<file path="src/rtl/id_scoreboard.sv">
// ID-stage RAW hazard scoreboard: per-register pending-write counters, retired by WB writes.
// Issue/stall decision is combinational (zero latency); ex_ready_in low or a hazard withholds issue.
module id_scoreboard #(
  parameter int RADDR_WIDTH = 5,
  parameter int NUM_REGS    = 32,
  parameter int PEND_WIDTH  = 2,
  parameter int STALL_CNT_W = 16
) (
  input  logic                   clk,
  input  logic                   rst,
  input  logic                   id_valid_in,
  input  logic                   reg1_renable_in,
  input  logic [RADDR_WIDTH-1:0] reg1_raddr_in,
  input  logic                   reg2_renable_in,
  input  logic [RADDR_WIDTH-1:0] reg2_raddr_in,
  input  logic                   reg_wenable_in,
  input  logic [RADDR_WIDTH-1:0] reg_waddr_in,
  input  logic                   ex_ready_in,
  input  logic                   wb_wenable_in,
  input  logic [RADDR_WIDTH-1:0] wb_waddr_in,
  input  logic                   flush_in,
  output logic                   issue_out,
  output logic                   stall_out,
  output logic [NUM_REGS-1:0]    busy_vec_out,
  output logic                   err_out,
  output logic [STALL_CNT_W-1:0] stall_cnt_out
);

  localparam logic [PEND_WIDTH-1:0] CNT_MAX = '1;
  localparam logic [PEND_WIDTH-1:0] CNT_ONE = PEND_WIDTH'(1);

  logic [PEND_WIDTH-1:0] cnt     [NUM_REGS];
  logic [PEND_WIDTH-1:0] cnt_nxt [NUM_REGS];
  logic [NUM_REGS-1:0]   busy_nxt;
  logic [NUM_REGS-1:0]   inc_vec;
  logic [NUM_REGS-1:0]   dec_vec;
  logic                  raw;
  logic                  sat;
  logic                  err_set;

  // Write-first regfile: a last outstanding write retiring this cycle is visible to the reader.
  function automatic logic resolved(input logic [PEND_WIDTH-1:0]  c,
                                    input logic [RADDR_WIDTH-1:0] a,
                                    input logic                   wb_en,
                                    input logic [RADDR_WIDTH-1:0] wb_a);
    return (c == '0) || ((c == CNT_ONE) && wb_en && (wb_a == a));
  endfunction

  always_comb begin
    raw = (reg1_renable_in && (reg1_raddr_in != '0) &&
           !resolved(cnt[reg1_raddr_in], reg1_raddr_in, wb_wenable_in, wb_waddr_in)) ||
          (reg2_renable_in && (reg2_raddr_in != '0) &&
           !resolved(cnt[reg2_raddr_in], reg2_raddr_in, wb_wenable_in, wb_waddr_in));
    sat = reg_wenable_in && (reg_waddr_in != '0) && (cnt[reg_waddr_in] == CNT_MAX) &&
          !(wb_wenable_in && (wb_waddr_in == reg_waddr_in));
    issue_out = !rst && id_valid_in && ex_ready_in && !flush_in && !raw && !sat;
    stall_out = !rst && id_valid_in && !issue_out;
  end

  always_comb begin
    err_set  = 1'b0;
    busy_nxt = '0;
    inc_vec  = '0;
    dec_vec  = '0;
    for (int i = 0; i < NUM_REGS; i++) begin
      cnt_nxt[i] = '0;
      if (i != 0) begin
        inc_vec[i] = issue_out && reg_wenable_in && (reg_waddr_in == i[RADDR_WIDTH-1:0]);
        dec_vec[i] = wb_wenable_in && (wb_waddr_in == i[RADDR_WIDTH-1:0]);
        cnt_nxt[i] = cnt[i];
        if (flush_in) begin
          cnt_nxt[i] = '0;
        end else if (inc_vec[i] && !dec_vec[i]) begin
          cnt_nxt[i] = cnt[i] + CNT_ONE;
        end else if (dec_vec[i] && !inc_vec[i]) begin
          if (cnt[i] != '0) cnt_nxt[i] = cnt[i] - CNT_ONE;
          else              err_set    = 1'b1;
        end
      end
      busy_nxt[i] = (cnt_nxt[i] != '0);
    end
  end

  always_ff @(posedge clk or posedge rst) begin
    if (rst) begin
      for (int i = 0; i < NUM_REGS; i++) cnt[i] <= '0;
      busy_vec_out  <= '0;
      err_out       <= 1'b0;
      stall_cnt_out <= '0;
    end else begin
      for (int i = 0; i < NUM_REGS; i++) cnt[i] <= cnt_nxt[i];
      busy_vec_out <= busy_nxt;
      if (err_set) err_out <= 1'b1;
      if (stall_out && (stall_cnt_out != '1)) stall_cnt_out <= stall_cnt_out + 1'b1;
    end
  end

endmodule

</file>
<file path="config.mk">
export PLATFORM = sky130hd
export DESIGN_NAME = id_scoreboard
export DESIGN_NICKNAME = d
export VERILOG_FILES = /design/src/rtl/id_scoreboard.sv
export SDC_FILE = /design/constraint.sdc
export NUM_CORES = 1
export LEC_CHECK = 0
export ABC_CLOCK_PERIOD_IN_PS = 3200
export BUFFER_PORTS_ARGS = -buffer_cell sky130_fd_sc_hd__buf_4
export CORE_ASPECT_RATIO = 2
export CORE_MARGIN = 4
export CORE_UTILIZATION = 50
export DETAILED_ROUTE_END_ITERATION = 7
export PLACE_DENSITY_LB_ADDON = 0.2
export SYNTH_ARGS = -nofsm -noshare
export SYNTH_HDL_FRONTEND = slang
export SYNTH_SLANG_ARGS = --single-unit
export TNS_END_PERCENT = 20
</file>
<file path="constraint.sdc">
create_clock -name clk -period 3.2 [get_ports clk]
set_input_delay 0.32 -clock clk [delete_from_list [all_inputs] [get_ports clk]]
set_output_delay 0.32 -clock clk [all_outputs]
set_load 0.02 [all_outputs]
</file>
==> out/results.txt <==
CTS tree - yes
crit path DAT - 3.57 ns
setup violators final - 17
Final Cell Area - 13300 sq um
PwrDens - 253 nW/um^2
commonest cells in the netlist - 110 x dfrtp_1, 94 x ha_1, 90 x nor2_1, 88 x inv_1, 69 x mux2i_1
Least-Margin Pin Slew - 0.800 ns
# diodes - 0
Die Y - 209 microns
Worst setup SP type - flip-flop
htree depth - 3
failing checks - negative setup slack
final clock skew - 0.00912 ns
vias in the first global route - 10200
PortBufs - 78
Final Worst Setup Slack - -0.104 ns
area leader, netlist - dfrtp_1
Slew HR - 0.467
count leader, synth - dfrtp_1
placed cell areas - 12400 sq um
ys flop type - dfrtp_1
endpoints failing hold - 0
dpl hpwl - 31.1 mm
asr flop ratio synth - 1.00
outcome - finished with violations
CTS Buffer Depth - 2
Ports - 80
Yosys top cell area share - 0.272
Syn Inst Count - 1058
Req. time, crit path - 3.46 ns
post-synth cell types - 83
area grow syn2layout - 31.9%
setup TNS - -0.514 ns
row cnt - 73
placed cell count - 1563
reg2reg start - cnt[15]
CTS Buf Count - 9
GRT Total Usage - 0.350
ratio of cells with drive above 1 in the final layout - 0.369
Critical Path End - busy_vec_out[21]
Starting Density - 0.508
Clock Latency Late Sink - 0.38 ns
Layout Cells excl Fill - 1602
Reg clk slew, reported paths - 0.07 ns
worst reg2reg endpoint - busy_vec_out[21]
drt drc - 0
root buf cell - clkbuf_16
CP Class - reg2reg
total global routing overflow - 0
final slew viol count - 0
Final #Nets - 1458
CP startpoint - cnt[15]
Setup WS pre-CTS - -0.424 ns
Mapped Area - 10100 sq um
largest net degree at the start of global routing - 63
core footprint - 19900 sq um
Reg2Reg Setup Slack - -0.10 ns
max cap viols - 0
total wire length - 38.9 mm
HP Class - in2reg
die width - 109 microns
VDD IR max - 0.472 mV
min cycle time layout - 3.30 ns
via count - 9709
initial antenna violation count - 0
DRT iter0 DRCs - 563
Via-to-Cell Ratio - 6.06
Pre-Repair DR Iteration Count - 8
RSZ-0062 raised after global routing - yes
Die ar. - 22700 sq um
Synth Register Bits - 110
Mapped Nets - 1181
Fillers - 1715
Final Wtd Congestion - 1.05
Worst Hold Launch - id_valid_in
Avg WL per Cell - 24.3 microns
CTS Sinks - 110
Syn Area/Cell - 9.55 sq um
Leak Pwr - 5.97 nW
top cells by area, synth - dfrtp_1 27%, ha_1 12%, mux4_2 7.4%
R2R depth - 13
worst-path fanout max - 4
Worst Hold Depth - 4
first-pass GRT wire length - 58.3 mm
YS warnings - 0
number of flops mapped to enable cells by yosys - 0
post-synthesis sequential area ratio - 0.272
crit path capture type - flip-flop
maximum clock frequency - 303 MHz
Post-DRT Antenna Nets - 0
period utilisation layout - 1.03
## kinds of logic (layout without fill, tap and decap cells)
kind of cell,Yosys count,after routing,share of synthesized area
other,1,1,0.000371
AND/OR/NAND/NOR,344,344,0.193
XOR/XNOR,62,62,0.0537
AO/OA/AOI/OAI,181,181,0.133
adder cells (fa/ha/maj),94,94,0.116
flip-flops,110,110,0.272
buffers and inverters,142,424,0.0620
multiplexers,124,124,0.170
## per-stage QoR
step / hold slack [ns] / utilization / power (mW)
floorplan: 0.554 / - / 1.87
global placement: 0.211 / 0.624 / 2.16
detailed placement: 0.211 / 0.624 / 2.17
CTS: 0.391 / 0.655 / 3.36
global route: 0.414 / 0.669 / 3.49
finish: 0.398 / 0.669 / 3.37
## flip-flops by register name, summed over array words and instances (netlist names)
name           flops
stall_cnt_out     16
busy_vec_out      31
err_out            1
cnt               62
## routing by layer
metal | vias up | global-route usage | part of all wire
li1 | 4370 | - | -
met1 | 4710 | 0.318 | 0.31
met2 | 410 | 0.604 | 0.51
met3 | 219 | 0.0705 | 0.052
met4 | 0 | 0.367 | 0.13
met5 | - | 0 | 0
## power by group
part           total [mW]  switching (mW)  internal (mW)
Combinational       0.751           0.433          0.318
Sequential           1.48          0.0496           1.43
Clock                1.14           0.546          0.595
## critical path, cell delays in order (launching register included)
cell     delay [ns]
dfrtp_2        0.49
mux4_2         0.47
mux4_2         0.45
nor2b_1        0.12
or3_4          0.15
nand3_4        0.14
buf_8          0.16
buf_6          0.12
nor4_4         0.34
buf_4          0.21
buf_4          0.11
xnor2_1        0.10
mux2i_1        0.09
o21a_1         0.22
## cell usage in the layout (no fill, tap or decap), types with 35 or more instances in the layout
cell     synthesis  layout
ha_1            94      94
buf_4            4     299
inv_1           88      87
dfrtp_1        110      95
nand2_1         64      64
xnor2_1         44      43
nand3_1         37      37
mux4_2          33      35
mux2i_1         69      67
nor2_1          90      88
## repair_timing
| action | 4_1_cts | 5_1_grt |
|---|---|---|
| resized for setup | 54 | 42 |
| endpoints found under the hold margin | 1 | 0 |
| hold buffers | 1 | 0 |
| endpoints found under the setup margin | 80 | 68 |
| pin swaps | 16 | 26 |
| cloned | 0 | 0 |
| buffers inserted | 17 | 7 |
## worst min path at each step
| stage | to | slack, ns |
|---|---|---|
| floorplan | cnt[9] | 0.55 |
| global route | cnt[18] | 0.41 |
| CTS | stall_cnt_out[2] | 0.39 |
| detailed placement | cnt[18] | 0.21 |
| global placement | cnt[18] | 0.21 |
| finish | stall_cnt_out[2] | 0.40 |
## layout make-up
class	instances	area [sq um]	share of cell area
repair buffers	320	2540	0.191
flip-flops and latches	110	2770	0.208
clock buffers	12	267	0.0200
well taps	262	328	0.0246
clock inverters	4	27.5	0.00207
multi-input cells	806	7060	0.529
inverters	88	334	0.0251
Power figures use the tool's default switching activity.
